$ cat src/rtl/vector_abs_pipe.sv
// Two-stage streaming estimate of a 2-D vector length: |(x, y)| ~= max + beta*min.
// Stage 1 registers the sorted magnitudes and beta select, stage 2 registers the widened sum.
module vector_abs_pipe #(
    parameter int WIDTH  = 32,
    parameter bit SIGNED = 1'b0
) (
    input  logic             clk_i,
    input  logic             rst_ni,
    input  logic             valid_i,
    output logic             ready_o,
    input  logic [WIDTH-1:0] x_i,
    input  logic [WIDTH-1:0] y_i,
    input  logic [1:0]       mode_i,
    output logic             valid_o,
    input  logic             ready_i,
    output logic [WIDTH:0]   abs_o
);

    // A negative two's-complement value is negated in WIDTH unsigned bits.
    // The most negative value maps to 2^(WIDTH-1), which still fits.
    function automatic logic [WIDTH-1:0] magnitude(input logic [WIDTH-1:0] v);
        if (SIGNED && v[WIDTH-1]) begin
            return (~v) + WIDTH'(1);
        end
        return v;
    endfunction

    logic             s1_valid_q;
    logic [WIDTH-1:0] s1_max_q;
    logic [WIDTH-1:0] s1_min_q;
    logic [1:0]       s1_mode_q;
    logic             s2_valid_q;
    logic [WIDTH:0]   s2_abs_q;

    logic             s1_adv;
    logic             s2_adv;
    logic             in_fire;
    logic [WIDTH-1:0] mag_x;
    logic [WIDTH-1:0] mag_y;
    logic             swap;
    logic [WIDTH-1:0] term;
    logic [WIDTH:0]   sum;

    // Handshake: a beat transfers on a rising edge where valid and ready are both high on
    // that side. ready_o depends only on pipeline state and ready_i, never on valid_i, and
    // a presented result (valid_o with abs_o) stays unchanged until the consumer takes it.
    assign s2_adv  = !s2_valid_q || ready_i;
    assign s1_adv  = !s1_valid_q || s2_adv;
    assign ready_o = s1_adv;
    assign in_fire = valid_i && s1_adv;

    assign mag_x = magnitude(x_i);
    assign mag_y = magnitude(y_i);
    assign swap  = (mag_x < mag_y);

    // Each shift is floored on its own so mode 2 matches (min>>2)+(min>>3) exactly.
    always_comb begin
        term = '0;
        case (s1_mode_q)
            2'd0:    term = s1_min_q >> 1;
            2'd1:    term = s1_min_q >> 2;
            2'd2:    term = (s1_min_q >> 2) + (s1_min_q >> 3);
            default: term = '0;
        endcase
    end

    assign sum = {1'b0, s1_max_q} + {1'b0, term};

    always_ff @(posedge clk_i or negedge rst_ni) begin
        if (!rst_ni) begin
            s1_valid_q <= 1'b0;
            s1_max_q   <= '0;
            s1_min_q   <= '0;
            s1_mode_q  <= 2'd0;
        end else begin
            if (s1_adv) begin
                s1_valid_q <= valid_i;
            end
            if (in_fire) begin
                s1_max_q  <= swap ? mag_y : mag_x;
                s1_min_q  <= swap ? mag_x : mag_y;
                s1_mode_q <= mode_i;
            end
        end
    end

    always_ff @(posedge clk_i or negedge rst_ni) begin
        if (!rst_ni) begin
            s2_valid_q <= 1'b0;
            s2_abs_q   <= '0;
        end else if (s2_adv) begin
            s2_valid_q <= s1_valid_q;
            if (s1_valid_q) begin
                s2_abs_q <= sum;
            end
        end
    end

    assign valid_o = s2_valid_q;
    assign abs_o   = s2_abs_q;

endmodule

$ cat config.mk
export PLATFORM = sky130hd
export DESIGN_NAME = vector_abs_pipe
export DESIGN_NICKNAME = d
export VERILOG_FILES = /design/src/rtl/vector_abs_pipe.sv
export SDC_FILE = /design/constraint.sdc
export NUM_CORES = 1
export LEC_CHECK = 0
export ABC_AREA = 1
export ABC_CLOCK_PERIOD_IN_PS = 3400
export BUFFER_PORTS_ARGS = -buffer_cell sky130_fd_sc_hd__buf_2
export CORE_MARGIN = 2
export CORE_UTILIZATION = 35
export CTS_CLUSTER_SIZE = 28
export DETAILED_ROUTE_END_ITERATION = 8
export GPL_TIMING_DRIVEN = 1
export MAX_ROUTING_LAYER = met4
export PLACE_DENSITY_LB_ADDON = 0.3
export RECOVER_POWER = 100
export SKIP_CTS_REPAIR_TIMING = 1
export SLEW_MARGIN = 20
export SYNTH_ARGS = -nofsm -noshare
export SYNTH_HDL_FRONTEND = slang
export SYNTH_SLANG_ARGS = --single-unit
$ cat constraint.sdc
create_clock -name clk_i -period 3.4 [get_ports clk_i]
set_input_delay 0.68 -clock clk_i [delete_from_list [all_inputs] [get_ports clk_i]]
set_output_delay 0.68 -clock clk_i [all_outputs]
set_load 0.01 [all_outputs]
# After elaboration in Yosys (flattened, before gate mapping)
# Index checks and enable logic that the tools add are counted.
classes:
  n_mux: 3
  n_eq_ne: 2
  n_reduce_logical: 7
  n_addsub: 2
  magnitude_cmp: 1
op_table:
  columns: ["operator", "count"]
  rows:
  - ["one-hot mux 31 bit (3 select lines)", 1]
  - ["two-way mux 32 bit", 2]
  - ["adder 32 x 32 -> 33 bit", 1]
  - ["< comparator 32 bit", 1]
  - ["adder 30 x 29 -> 31 bit", 1]
  - ["equality test 2 x 1 -> 1 bit (second input constant)", 1]
  - ["equality test 2 bit (second input constant)", 1]
  - ["zero test 1 bit", 2]
  - ["zero test 2 bit", 1]
  - ["logical OR 1 bit", 2]
  - ["AND reduction 2 bit", 1]
  - ["logical AND 1 bit", 1]
totals:
  inputBits: 70
  wordCells: 21
  regBits: 101
  out_inout_bits: 35

# Depth between registers and ports, before layout
# Gate-level depths: netlist (run 1).
depth:
  word_depth: 4
  depth_mapped: 27
  ltp_nobuf: 27

# Least setup slack after synthesis (run 1)
# Ideal clock, no wire load.
synth_path:
  path_kind: "reg-to-reg"
  start: "reg s1_min_q[3]"
  end: "reg s2_abs_q[31], in the netlist abs_o[31]"
  arrival_time_ns: 2.873
  period_less_slack_ns: 2.992
  setup_time_ns: 0.119
  slack_ns: 0.408
  t_required_ns: 3.281
  path_buffers: 0
  stages_incl_launch_ff: 25
  path_cell_list: "dfrtp_1 -> ha_1 -> inv_1 -> fa_1 -> inv_1 -> nand3_1 -> nand2_1 -> nand2_1 -> nand2_1 -> nand2_1 -> nand2_1 -> nand3_1 -> nand2_1 -> nand2_1 -> nand2_1 -> o21bai_1 -> ha_1 -> a21oi_1 -> inv_1 -> nor2_1 -> o21ai_0 -> a21oi_1 -> nand3b_1 -> nand3_1 -> nand2_1"
synth_via:
  elab_chain_cells: 3
synth_lines:
  columns: ["element", "line_no", "text"]
  rows:
  - ["start, declared", "30", "logic [WIDTH-1:0] s1_min_q;"]
  - ["start signal, assigned", "81", "s1_min_q <= swap ? mag_x : mag_y;"]
  - ["adder 30 x 29 -> 31 bit", "62", "2'd2: term = (s1_min_q >> 2) + (s1_min_q >> 3);"]
  - ["one-hot mux 31 bit (3 select lines) (*)", "59", "case (s1_mode_q)"]
  - ["adder 32 x 32 -> 33 bit (*)", "67", "assign sum = {1'b0, s1_max_q} + {1'b0, term};"]
  - ["end signal, assigned", "94", "s2_abs_q <= sum;"]
  - ["end, declared", "33", "logic [WIDTH:0] s2_abs_q;"]
# Every way passes the cells marked *; elsewhere a longest branch is shown, timed or not.
# A chain may end at the register's enable or synchronous reset.

# Worst setup path in the final report (run 1)
layout_path:
  start: "reg s1_min_q[8]"
  end: "reg s2_abs_q[21], in the netlist abs_o[21]"
# The elaborated chain is that of the path after synthesis.

==> summary.md, run 1 <==
| Metric | Value |
|---|---|
| Final ANT Viol Nets | `0` |
| IO Count | `105` |
| Final setup margin | `0.0525 ns` |
| Initial drt markers | `563` |
| Pre-CTS setup slack | `-0.169 ns` |
| Total Routing Usage GR | `20.8%` |
| Root buffer cell | `clkbuf_16` |
| Reg-to-reg setup timing slack | `0.05 ns` |
| Max cap viols | `1` |
| Synthesis Warnings | `0` |
| Worst R2R Start | `s1_min_q[8]` |
| Hold endpoint | `abs_o[0]` |
| Post-DP HPWL | `23,200 µm` |
| Leakage power | `5.98 nW` |
| Post-synth ARST share | `100%` |
| Mapped Cells | `1,497` |
| Setup crit end kind | `flop` |
| Switching share of power | `47.8%` |
| Die X | `170 µm` |
| IO Port Bufs | `104` |
| Sequential share of power | `22.2%` |
| DR vias | `10.1k` |
| Synth unique cells | `42` |
| Clock buffer depth | `2` |
| Fmax | `299 MHz` |
| Startpoint types | `flop` |
| Worst hold stages | `2` |
| Actual slew at the worst max-slew pin | `2.55 ns` |
| NetSw | `4.03 mW` |
| Total CTS buffers | `9` |
| Core ar. | `0.0270 mm²` |
| Syn Std Cell Area | `0.00964 mm²` |
| Failing checks | `capacitance limit, slew limit` |
| Fin Clk Skew | `0.00767 ns` |
| Worst min-delay path category | `flop to flop` |
| Initial antenna violation count | `0` |
| PwrDens | `697 mW/mm²` |
| Reg2reg end | `abs_o[21]` |
| Fin crit period | `3.35 ns` |
| Top_reg_cell synth | `dfrtp_1` |
| Total power | `8.45 mW` |
| Commonest cells after routing, fill and taps aside | `nand2_1 (458), nand3_1 (191), inv_1 (149)` |
| Outcome | `finished with violations` |
| Die H | `170 µm` |
| Internal power | `4.41 mW` |
| Synth top area share | `26.0%` |
| Remaining design rule violation count | `0` |
| First-pass GRT wire length | `46,900 µm` |
| Sequential area share after synthesis | `26.0%` |
| Worst Path Required | `3.64 ns` |
| RSZ-0062 raised after global routing | `true` |
| EDFF count, synth | `0` |
| Synth Area per Inst | `6.44 µm²` |
| Final hold viol count | `0` |
| Layout fillers | `2,843` |
| Wirelength per Cell | `15.1 µm` |
| Critical path class | `flop to flop` |
| Clock power share | `12.3%` |
| Layout Nets | `1,806` |
| Commonest non-fill, non-tap cell in the layout | `nand2_1` |
| Worst VDD drop | `347 µV` |
| Pin count of the biggest net entering global routing | `67` |
| R2R depth | `21` |
| Final setup violation count | `0` |
| CTS tree | `yes` |
| Antenna Cells | `0` |
| Initial Util | `35.7%` |
| Critical Path Fanout Max | `5` |
| Die ar. | `0.0289 mm²` |
| Routed WL | `29,900 µm` |
| Reg clk slew, reported paths | `0.07 ns` |
| Number of global-route vias before repair | `9,262` |
| Area leader, netlist | `dfrtp_1` |
| H-tree levels | `3` |
| Max-slew violation count | `43` |
| Tcrit/Tclk final | `98.5%` |
| Later-pin clock latency in the skew report | `0.36 ns` |
| Via density | `5.11` |
| Final global-route overflow total | `0` |
| Power share of the combinational group | `65.5%` |
| Fraction of layout cells with a size suffix above 1 | `24.4%` |
| 1st-pass router iterations | `5` |
| Syn_nets | `1,662` |
| GPL Wtd Cong | `0.961` |
| Top post-synthesis cells by area | `dfrtp_1 (26%), nand2_1 (19%), ha_1 (12%)` |
| Area Overhead vs Synth | `25.6%` |
| Flops & latches, synth | `100` |
| Critical Path AT | `3.59 ns` |
| Hold path start | `abs_o[0]` |
| Row cnt | `60` |
| Worst rel slew slack | `-70.1%` |
| # clock sinks | `100` |
==> registers in the layout (all words and copies together) (netlist names) <==
| register | cells |
|---|---|
| abs_o | 33 |
| s1_max_q | 32 |
| s1_min_q | 31 |
| s1_mode_q | 2 |
| s1_valid_q | 1 |
| valid_o | 1 |
==> worst max-delay path by stage <==
| stage | from | to | slack, ns | cells after the start |
|---|---|---|---|---|
| after floorplan | s1_min_q[3] | abs_o[31] | 0.41 | 24 |
| after global placement | s1_min_q[2] | abs_o[31] | -0.15 | 24 |
| after detailed placement | s1_min_q[3] | abs_o[31] | -0.17 | 24 |
| after CTS | s1_min_q[3] | abs_o[31] | -0.18 | 24 |
| after global routing | s1_min_q[5] | abs_o[17] | -0.13 | 22 |
| final | s1_min_q[8] | abs_o[21] | 0.05 | 21 |
==> power by group through the flow <==
stage	Combinational, mW	Clock (mW)	Sequential, mW
finish	5.53	1.04	1.88
global route	6.15	1.09	1.92
CTS	4.43	1.05	1.82
detailed placement	4.40	0	1.84
global placement	4.37	0	1.84
floorplan	2.95	0	1.85
==> critical path, stage by stage (launching register included) <==
cell and delay [ns]:
dfrtp_2 0.45, buf_4 0.16, ha_4 0.30, nand2_2 0.08, nor2_1 0.11, nand2_1 0.09, nand2_2 0.12, nand2_2 0.08
nand2_4 0.10, buf_4 0.12, xnor2_2 0.11, o211ai_1 0.11, ha_1 0.45, nand2_2 0.16, o21ai_2 0.23, a21oi_1 0.08
nand2_2 0.13, nand2_1 0.08, nand2_1 0.06, nand2_1 0.04, nand3_1 0.10, nand2_1 0.07
==> synth_stat cells, types with 2 or more instances <==
library cell / n
or2_2: 6
nand2_2: 39
inv_1: 158
dfrtp_1: 100
clkbuf_1: 20
o22ai_1: 12
a21oi_1: 95
a21oi_2: 2
buf_1: 4
or2_1: 2
buf_8: 4
a21o_1: 5
fa_1: 2
o21ai_0: 58
o21ai_1: 3
xnor2_1: 17
nor3_1: 10
buf_6: 2
nand3b_1: 14
ha_1: 93
buf_2: 14
nor2_1: 108
clkinv_1: 4
inv_2: 2
o21a_1: 9
o221ai_1: 6
nand2_1: 482
nand3_1: 197
o211ai_1: 7
nand4_1: 4
o21bai_1: 7
==> through the flow <==
step / setup TNS (ns) / area [µm²] / util (%) / hold WS, ns / instances
2_1_floorplan: 0 / 9640 / - / 0.384 / 1497
3_3_place_gp: -0.529 / 10700 / 39.7 / 0.458 / 1948
3_5_place_dp: -0.797 / 10700 / 39.7 / 0.462 / 1948
4_1_cts: -1.14 / 11000 / 40.8 / 0.340 / 1961
5_1_grt: -1.21 / 12100 / 44.8 / 0.494 / 1984
6_report: 0 / 12100 / 44.8 / 0.478 / 1984
==> cell type report <==
type / count / area [µm²] / area share (%)
clock buffers: 11 / 243 / 2.00
clock inverters: 2 / 37.5 / 0.310
well taps: 341 / 427 / 3.52
flip-flops and latches: 100 / 2520 / 20.8
multi-input cells: 1189 / 7220 / 59.6
repair buffers: 177 / 1050 / 8.65
inverters: 164 / 616 / 5.08
==> layer usage <==
layer | vias up | GRT usage, % | share of wire [%]
met2 | 267 | 30.6 | 43
met5 | - | - | 0
met4 | 0 | 5.43 | 1.8
met3 | 31 | 1.84 | 4.4
met1 | 4629 | 30.6 | 51
li1 | 5209 | - | -
==> cells by family (layout without fill, tap and decap cells) <==
kind of cell | after synthesis | after routing | synth area share, %
AND/OR/NAND/NOR | 868 | 868 | 38.9
AO/OA/AOI/OAI | 208 | 208 | 12.1
buffers and inverters | 208 | 354 | 8.90
flip-flops | 100 | 100 | 26.0
adder cells (fa/ha/maj) | 95 | 95 | 12.5
XOR/XNOR | 18 | 18 | 1.64
(Power assumes the default switching activity.)
==> run 2: changes to the inputs <==
--- a/config.mk
+++ b/config.mk
@@ -14,7 +14,7 @@
 export DETAILED_ROUTE_END_ITERATION = 8
 export GPL_TIMING_DRIVEN = 1
 export MAX_ROUTING_LAYER = met4
-export PLACE_DENSITY_LB_ADDON = 0.3
+export PLACE_DENSITY = 0.58
 export RECOVER_POWER = 100
 export SKIP_CTS_REPAIR_TIMING = 1
 export SLEW_MARGIN = 20
==> summary.md, run 2 (synthesized netlist as in run 1, its figures left out) <==
| Metric | Value |
|---|---|
| Register area | `0.00252 mm² (unchanged)` |
| Row cnt | `60 (unchanged)` |
| Post-DP HPWL | `23,000 µm (-0.65%)` |
| First-pass GRT wire length | `46,400 µm (-1.1%)` |
| Total CTS buffers | `9 (unchanged)` |
| Number of global-route vias before repair | `9,198 (-0.69%)` |
| Root buffer cell | `clkbuf_16` |
| PwrDens | `690 mW/mm² (-1.1%)` |
| Fmax | `305 MHz (+2.0%)` |
| 1st-pass router iterations | `7 (+2)` |
| DR vias | `10.1k (-0.60%)` |
| Wirelength per Cell | `14.8 µm (-1.9%)` |
| Initial drt markers | `694 (+23%)` |
| Critical Path AT | `3.52 ns (-0.07 ns)` |
| CTS tree | `yes` |
| Final global-route overflow total | `0 (unchanged)` |
| Max cap viols | `2 (+1)` |
| Worst hold stages | `2 (unchanged)` |
| Final setup violation count | `0 (unchanged)` |
| Area Overhead vs Synth | `24.9%` |
| Initial Util | `35.7% (unchanged)` |
| Final non-filler cell total | `1,983 (-0.050%)` |
| Tcrit/Tclk final | `96.5% (-2.0 points)` |
| Layout fillers | `2,882 (+1.4%)` |
| Final hold viol count | `0 (unchanged)` |
| Fin Clk Skew | `0.00868 ns (+0.00101 ns)` |
| Max-slew violation count | `131 (+200%)` |
| Worst min-delay path category | `flop to flop` |
| Final ANT Viol Nets | `0 (unchanged)` |
| Worst rel slew slack | `-36.6% (+33 points)` |
| Placed Cells | `1,952 (+0.21%)` |
| Leakage power | `5.96 nW (-0.43%)` |
| Layout Nets | `1,803 (-0.17%)` |
| Max FFs per register | `33 (unchanged)` |
| Outcome | `finished with violations` |
| Area of the multi-input gates | `0.00716 mm² (-0.85%)` |
| R2R depth | `19 (-9.5%)` |
| Fraction of layout cells with a size suffix above 1 | `24.1% (-0.35 points)` |
| GPL Wtd Cong | `0.947 (-1.5%)` |
| Fin crit period | `3.28 ns (-0.0667 ns)` |
| RSZ-0062 raised after global routing | `true` |
| Setup crit end kind | `flop` |
| Remaining design rule violation count | `0 (unchanged)` |
| Antenna Cells | `0 (unchanged)` |
| Critical Path Fanout Max | `4 (-1)` |
| Routed WL | `29,300 µm (-2.0%)` |
| Worst VDD drop | `314 µV (-9.7%)` |
| Commonest non-fill, non-tap cell in the layout | `nand2_1` |
| # clock sinks | `100 (unchanged)` |
| IO Port Bufs | `104 (unchanged)` |
| Die H | `170 µm (unchanged)` |
| Utilization after layout | `44.5% (-0.27 points)` |
| Core ar. | `0.0270 mm² (unchanged)` |
| Total Routing Usage GR | `20.6% (-0.25 points)` |
| Worst Path Required | `3.64 ns (about the same)` |
| Clock buffer depth | `2 (unchanged)` |
| Via density | `5.08 (-0.55%)` |
| Pin count of the biggest net entering global routing | `82 (+22%)` |
| Critical path class | `flop to flop` |
| IO Count | `105 (unchanged)` |
| Startpoint types | `flop` |
| Initial antenna violation count | `0 (unchanged)` |
| Later-pin clock latency in the skew report | `0.36 ns (about the same)` |
| Die X | `170 µm (unchanged)` |
| H-tree levels | `3 (unchanged)` |
| Actual slew at the worst max-slew pin | `2.05 ns (-0.502 ns)` |
| Failing checks | `capacitance limit, slew limit` |
| Die ar. | `0.0289 mm² (unchanged)` |
| Reg clk slew, reported paths | `0.07 ns (about the same)` |
| Commonest cells after routing, fill and taps aside | `nand2_1 (437), nand3_1 (189), inv_1 (157)` |
[run 2: cell types whose count changed in the layout (fill, tap and decap cells not counted), moves of 5 or more]
cell / delta
nand2_1: -21
inv_2: -7
a21oi_4: -5
inv_1: +8
nor2_1: +6
nand2_2: +23
nor2_4: -7
[run 2: final timing paths]
kind	startpoint	end	slack (ns)
worst min register to register	abs_o[24]	abs_o[24]	0.47
worst max-delay path	s1_min_q[13]	abs_o[28]	0.12
worst min-delay path	abs_o[24]	abs_o[24]	0.47
worst max register to register	s1_min_q[13]	abs_o[28]	0.12
max in group asynchronous	rst_ni	s1_min_q[12]	1.13
min in group asynchronous	rst_ni	abs_o[0]	0.90
[run 2: final cells by class]
type,count,area share [%]
clock buffer,11,1.93
clock inverter,4,0.613
inverter,164,5.11
multi-input combinational,1189,59.5
sequential,100,20.9
tap,341,3.54
timing repair buffer,174,8.38
[run 2: stage by stage]
step	hold WS (ns)	power, mW	setup WS (ns)	setup TNS (ns)	cell area [µm²]
2_1_floorplan	0.384	4.80	0.408	0	9640
5_1_grt	0.497	9.04	-0.0736	-0.412	12000
3_3_place_gp	0.459	6.19	-0.0866	-0.378	10800
6_report	0.473	8.30	0.119	0	12000
3_5_place_dp	0.464	6.24	-0.157	-1.10	10800
4_1_cts	0.480	7.38	-0.193	-1.57	11100
[run 2: metal layers]
layer / routed length [µm] / track usage (%)
met1: 14900 / 30.3
met2: 12700 / 30.7
met3: 1460 / 2.35
met4: 256 / 3.31
met5: 0 / -
[run 2: where the power goes]
| group | internal (mW) | switching [mW] |
|---|---|---|
| registers | 1.54 | 0.347 |
| clock network | 0.644 | 0.463 |
| logic | 2.20 | 3.10 |
[run 2: worst max-delay path, cell delays in order, from the launching register on]
cell	delay [ns]
dfrtp_2	0.48
ha_4	0.31
a21oi_2	0.06
buf_4	0.13
o21ai_2	0.21
nor2_1	0.12
a21oi_4	0.23
a21oi_2	0.08
o21ai_1	0.10
nand3_1	0.15
ha_4	0.33
a21oi_2	0.08
buf_4	0.14
o21a_1	0.19
o21bai_1	0.23
a21oi_2	0.10
nand2_1	0.06
nand2_1	0.05
nand3_1	0.07
nand2_1	0.07
==> run 3: changes to the inputs <==
--- a/config.mk
+++ b/config.mk
@@ -8,6 +8,7 @@
 export ABC_AREA = 1
 export ABC_CLOCK_PERIOD_IN_PS = 3400
 export BUFFER_PORTS_ARGS = -buffer_cell sky130_fd_sc_hd__buf_2
+export CORE_ASPECT_RATIO = 0.8
 export CORE_MARGIN = 2
 export CORE_UTILIZATION = 35
 export CTS_CLUSTER_SIZE = 28
==> summary.md, run 3 (synthesized netlist as in run 1, its figures left out) <==
| Metric | Value |
|---|---|
| IO Port Bufs | `104 (unchanged)` |
| Commonest non-fill, non-tap cell in the layout | `nand2_1` |
| Utilization after layout | `43.9% (-0.60 points)` |
| Hold endpoint | `abs_o[24]` |
| Critical Path Fanout Max | `4 (unchanged)` |
| Remaining design rule violation count | `0 (unchanged)` |
| Via density | `5.11 (+0.57%)` |
| GPL Wtd Cong | `0.969 (+2.2%)` |
| Clock buffer depth | `2 (unchanged)` |
| Post-DP HPWL | `24,000 µm (+4.1%)` |
| Leakage power | `5.88 nW (-1.3%)` |
| Layout Nets | `1,790 (-0.72%)` |
| Later-pin clock latency in the skew report | `0.36 ns (about the same)` |
| Max FFs per register | `33 (unchanged)` |
| Fin Clk Skew | `0.00515 ns (-0.00353 ns)` |
| Initial Util | `35.5% (-0.18 points)` |
| Die H | `152 µm (-10%)` |
| Final ANT Viol Nets | `0 (unchanged)` |
| Critical path class | `flop to flop` |
| Die ar. | `0.0289 mm² (about the same)` |
| Row cnt | `54 (-10%)` |
| Fraction of layout cells with a size suffix above 1 | `23.7% (-0.31 points)` |
| Final global-route overflow total | `0 (unchanged)` |
| Critical Path AT | `3.59 ns (+0.07 ns)` |
| Max cap viols | `1 (-1)` |
| Worst Path Required | `3.65 ns (about the same)` |
| Wirelength per Cell | `15.5 µm (+4.5%)` |
| # clock sinks | `100 (unchanged)` |
| Reg-to-reg setup timing slack | `0.06 ns (-0.06 ns)` |
| H-tree levels | `3 (unchanged)` |
| PwrDens | `684 mW/mm² (-0.80%)` |
| R2R depth | `25 (+6)` |
| IO Count | `105 (unchanged)` |
| Reg clk slew, reported paths | `0.07 ns (about the same)` |
| 1st-pass router iterations | `5 (-2)` |
| Core ar. | `0.0272 mm² (+0.50%)` |
| Total Routing Usage GR | `21.1% (+0.56 points)` |
| Root buffer cell | `clkbuf_16` |
| Worst min-delay path category | `flop to flop` |
| Die X | `190 µm (+12%)` |
| Worst VDD drop | `287 µV (-8.4%)` |
| First-pass GRT wire length | `47,400 µm (+2.2%)` |
| Final setup violation count | `0 (unchanged)` |
| Area Overhead vs Synth | `23.8%` |
| Routed WL | `30,800 µm (+5.1%)` |
| Final hold viol count | `0 (unchanged)` |
| Total power | `8.16 mW (-1.7%)` |
| Number of global-route vias before repair | `9,024 (-1.9%)` |
| CTS tree | `yes` |
| Fin crit period | `3.34 ns (+0.0579 ns)` |
| Reg2reg end | `abs_o[24]` |
| Max-slew violation count | `43 (-67%)` |
| Pin count of the biggest net entering global routing | `66 (-20%)` |
| Actual slew at the worst max-slew pin | `2.53 ns (+0.485 ns)` |
| Worst hold stages | `2 (unchanged)` |
| Failing checks | `capacitance limit, slew limit` |
| Outcome | `finished with violations` |
| Commonest cells after routing, fill and taps aside | `nand2_1 (445), nand3_1 (190), inv_1 (153)` |
| Total CTS buffers | `9 (unchanged)` |
| Setup crit end kind | `flop` |
| Worst rel slew slack | `-69.0% (-32 points)` |
| Initial antenna violation count | `0 (unchanged)` |
| Antenna Cells | `0 (unchanged)` |
| Tcrit/Tclk final | `98.2% (+1.7 points)` |
| RSZ-0062 raised after global routing | `true` |
| Initial drt markers | `911 (+31%)` |
| Startpoint types | `flop` |
| DR vias | `10.2k (+1.1%)` |
| Worst R2R Start | `s1_min_q[3]` |
| Hold path start | `abs_o[24]` |
| Fmax | `300 MHz (-1.7%)` |
## run 3: how the worst max path moves through the flow
| stage | startpoint | end | slack [ns] | cells after the start |
|---|---|---|---|---|
| after floorplan | s1_min_q[3] | abs_o[31] | 0.41 | 24 |
| after global routing | s1_min_q[3] | abs_o[24] | -0.16 | 25 |
| final | s1_min_q[3] | abs_o[24] | 0.06 | 25 |
| after global placement | s1_min_q[5] | abs_o[16] | -0.13 | 20 |
| after CTS | s1_min_q[3] | abs_o[24] | -0.25 | 25 |
| after detailed placement | s1_min_q[3] | abs_o[24] | -0.18 | 25 |
## run 3: worst max-delay path, stage by stage, from the launching register on
cell and delay, ns:
dfrtp_1 0.40, ha_2 0.20, inv_1 0.05, fa_2 0.33, inv_2 0.07, nand3_1 0.08, nand2_2 0.09, nand2_1 0.07
nand2_2 0.09, nand2_1 0.07, nand2_2 0.11, nand3_2 0.08, nand2_2 0.09, nand2_1 0.05, nand2_1 0.08, o21bai_2 0.09
ha_4 0.31, nand2_2 0.08, nor2_2 0.12, inv_2 0.08, nor2_4 0.12, nand4_1 0.17, nand3_2 0.17, nand2_2 0.06
nand3_2 0.08, nand2_1 0.06
## run 3: layer usage
metal | track usage [%] | share of wire, % | vias up
met3 | 2.88 | 7.5 | 23
met2 | 27.7 | 39 | 363
li1 | - | - | 5151
met1 | 33.9 | 53 | 4652
met4 | 3.51 | 0.85 | 0
met5 | - | 0 | -
## run 3: cell type report
class / instances / area, µm²
repair buffers: 161 / 926
well taps: 364 / 455
flip-flops and latches: 100 / 2520
multi-input cells: 1189 / 7120
clock buffers: 11 / 233
clock inverters: 5 / 61.3
inverters: 164 / 616
fillers: 2887 / 15200
## run 3: where the power goes
group / total [mW] / internal [mW] / switching, mW / leakage (nW)
logic: 5.20 / 2.08 / 3.13 / 4.56
registers: 1.90 / 1.54 / 0.353 / 1.19
clock network: 1.07 / 0.575 / 0.491 / 0.132
## run 3: through the flow
step           setup slack, ns  area, µm²  hold WS (ns)  instances  setup TNS, ns
3_3_place_gp            -0.126      10700         0.458       1962         -0.350
4_1_cts                 -0.249      11000         0.350       1978          -1.40
3_5_place_dp            -0.179      10700         0.462       1962          -1.04
5_1_grt                 -0.159      11900         0.502       1994         -0.954
2_1_floorplan            0.408       9640         0.384       1497              0
6_report                0.0613      11900         0.478       1994              0
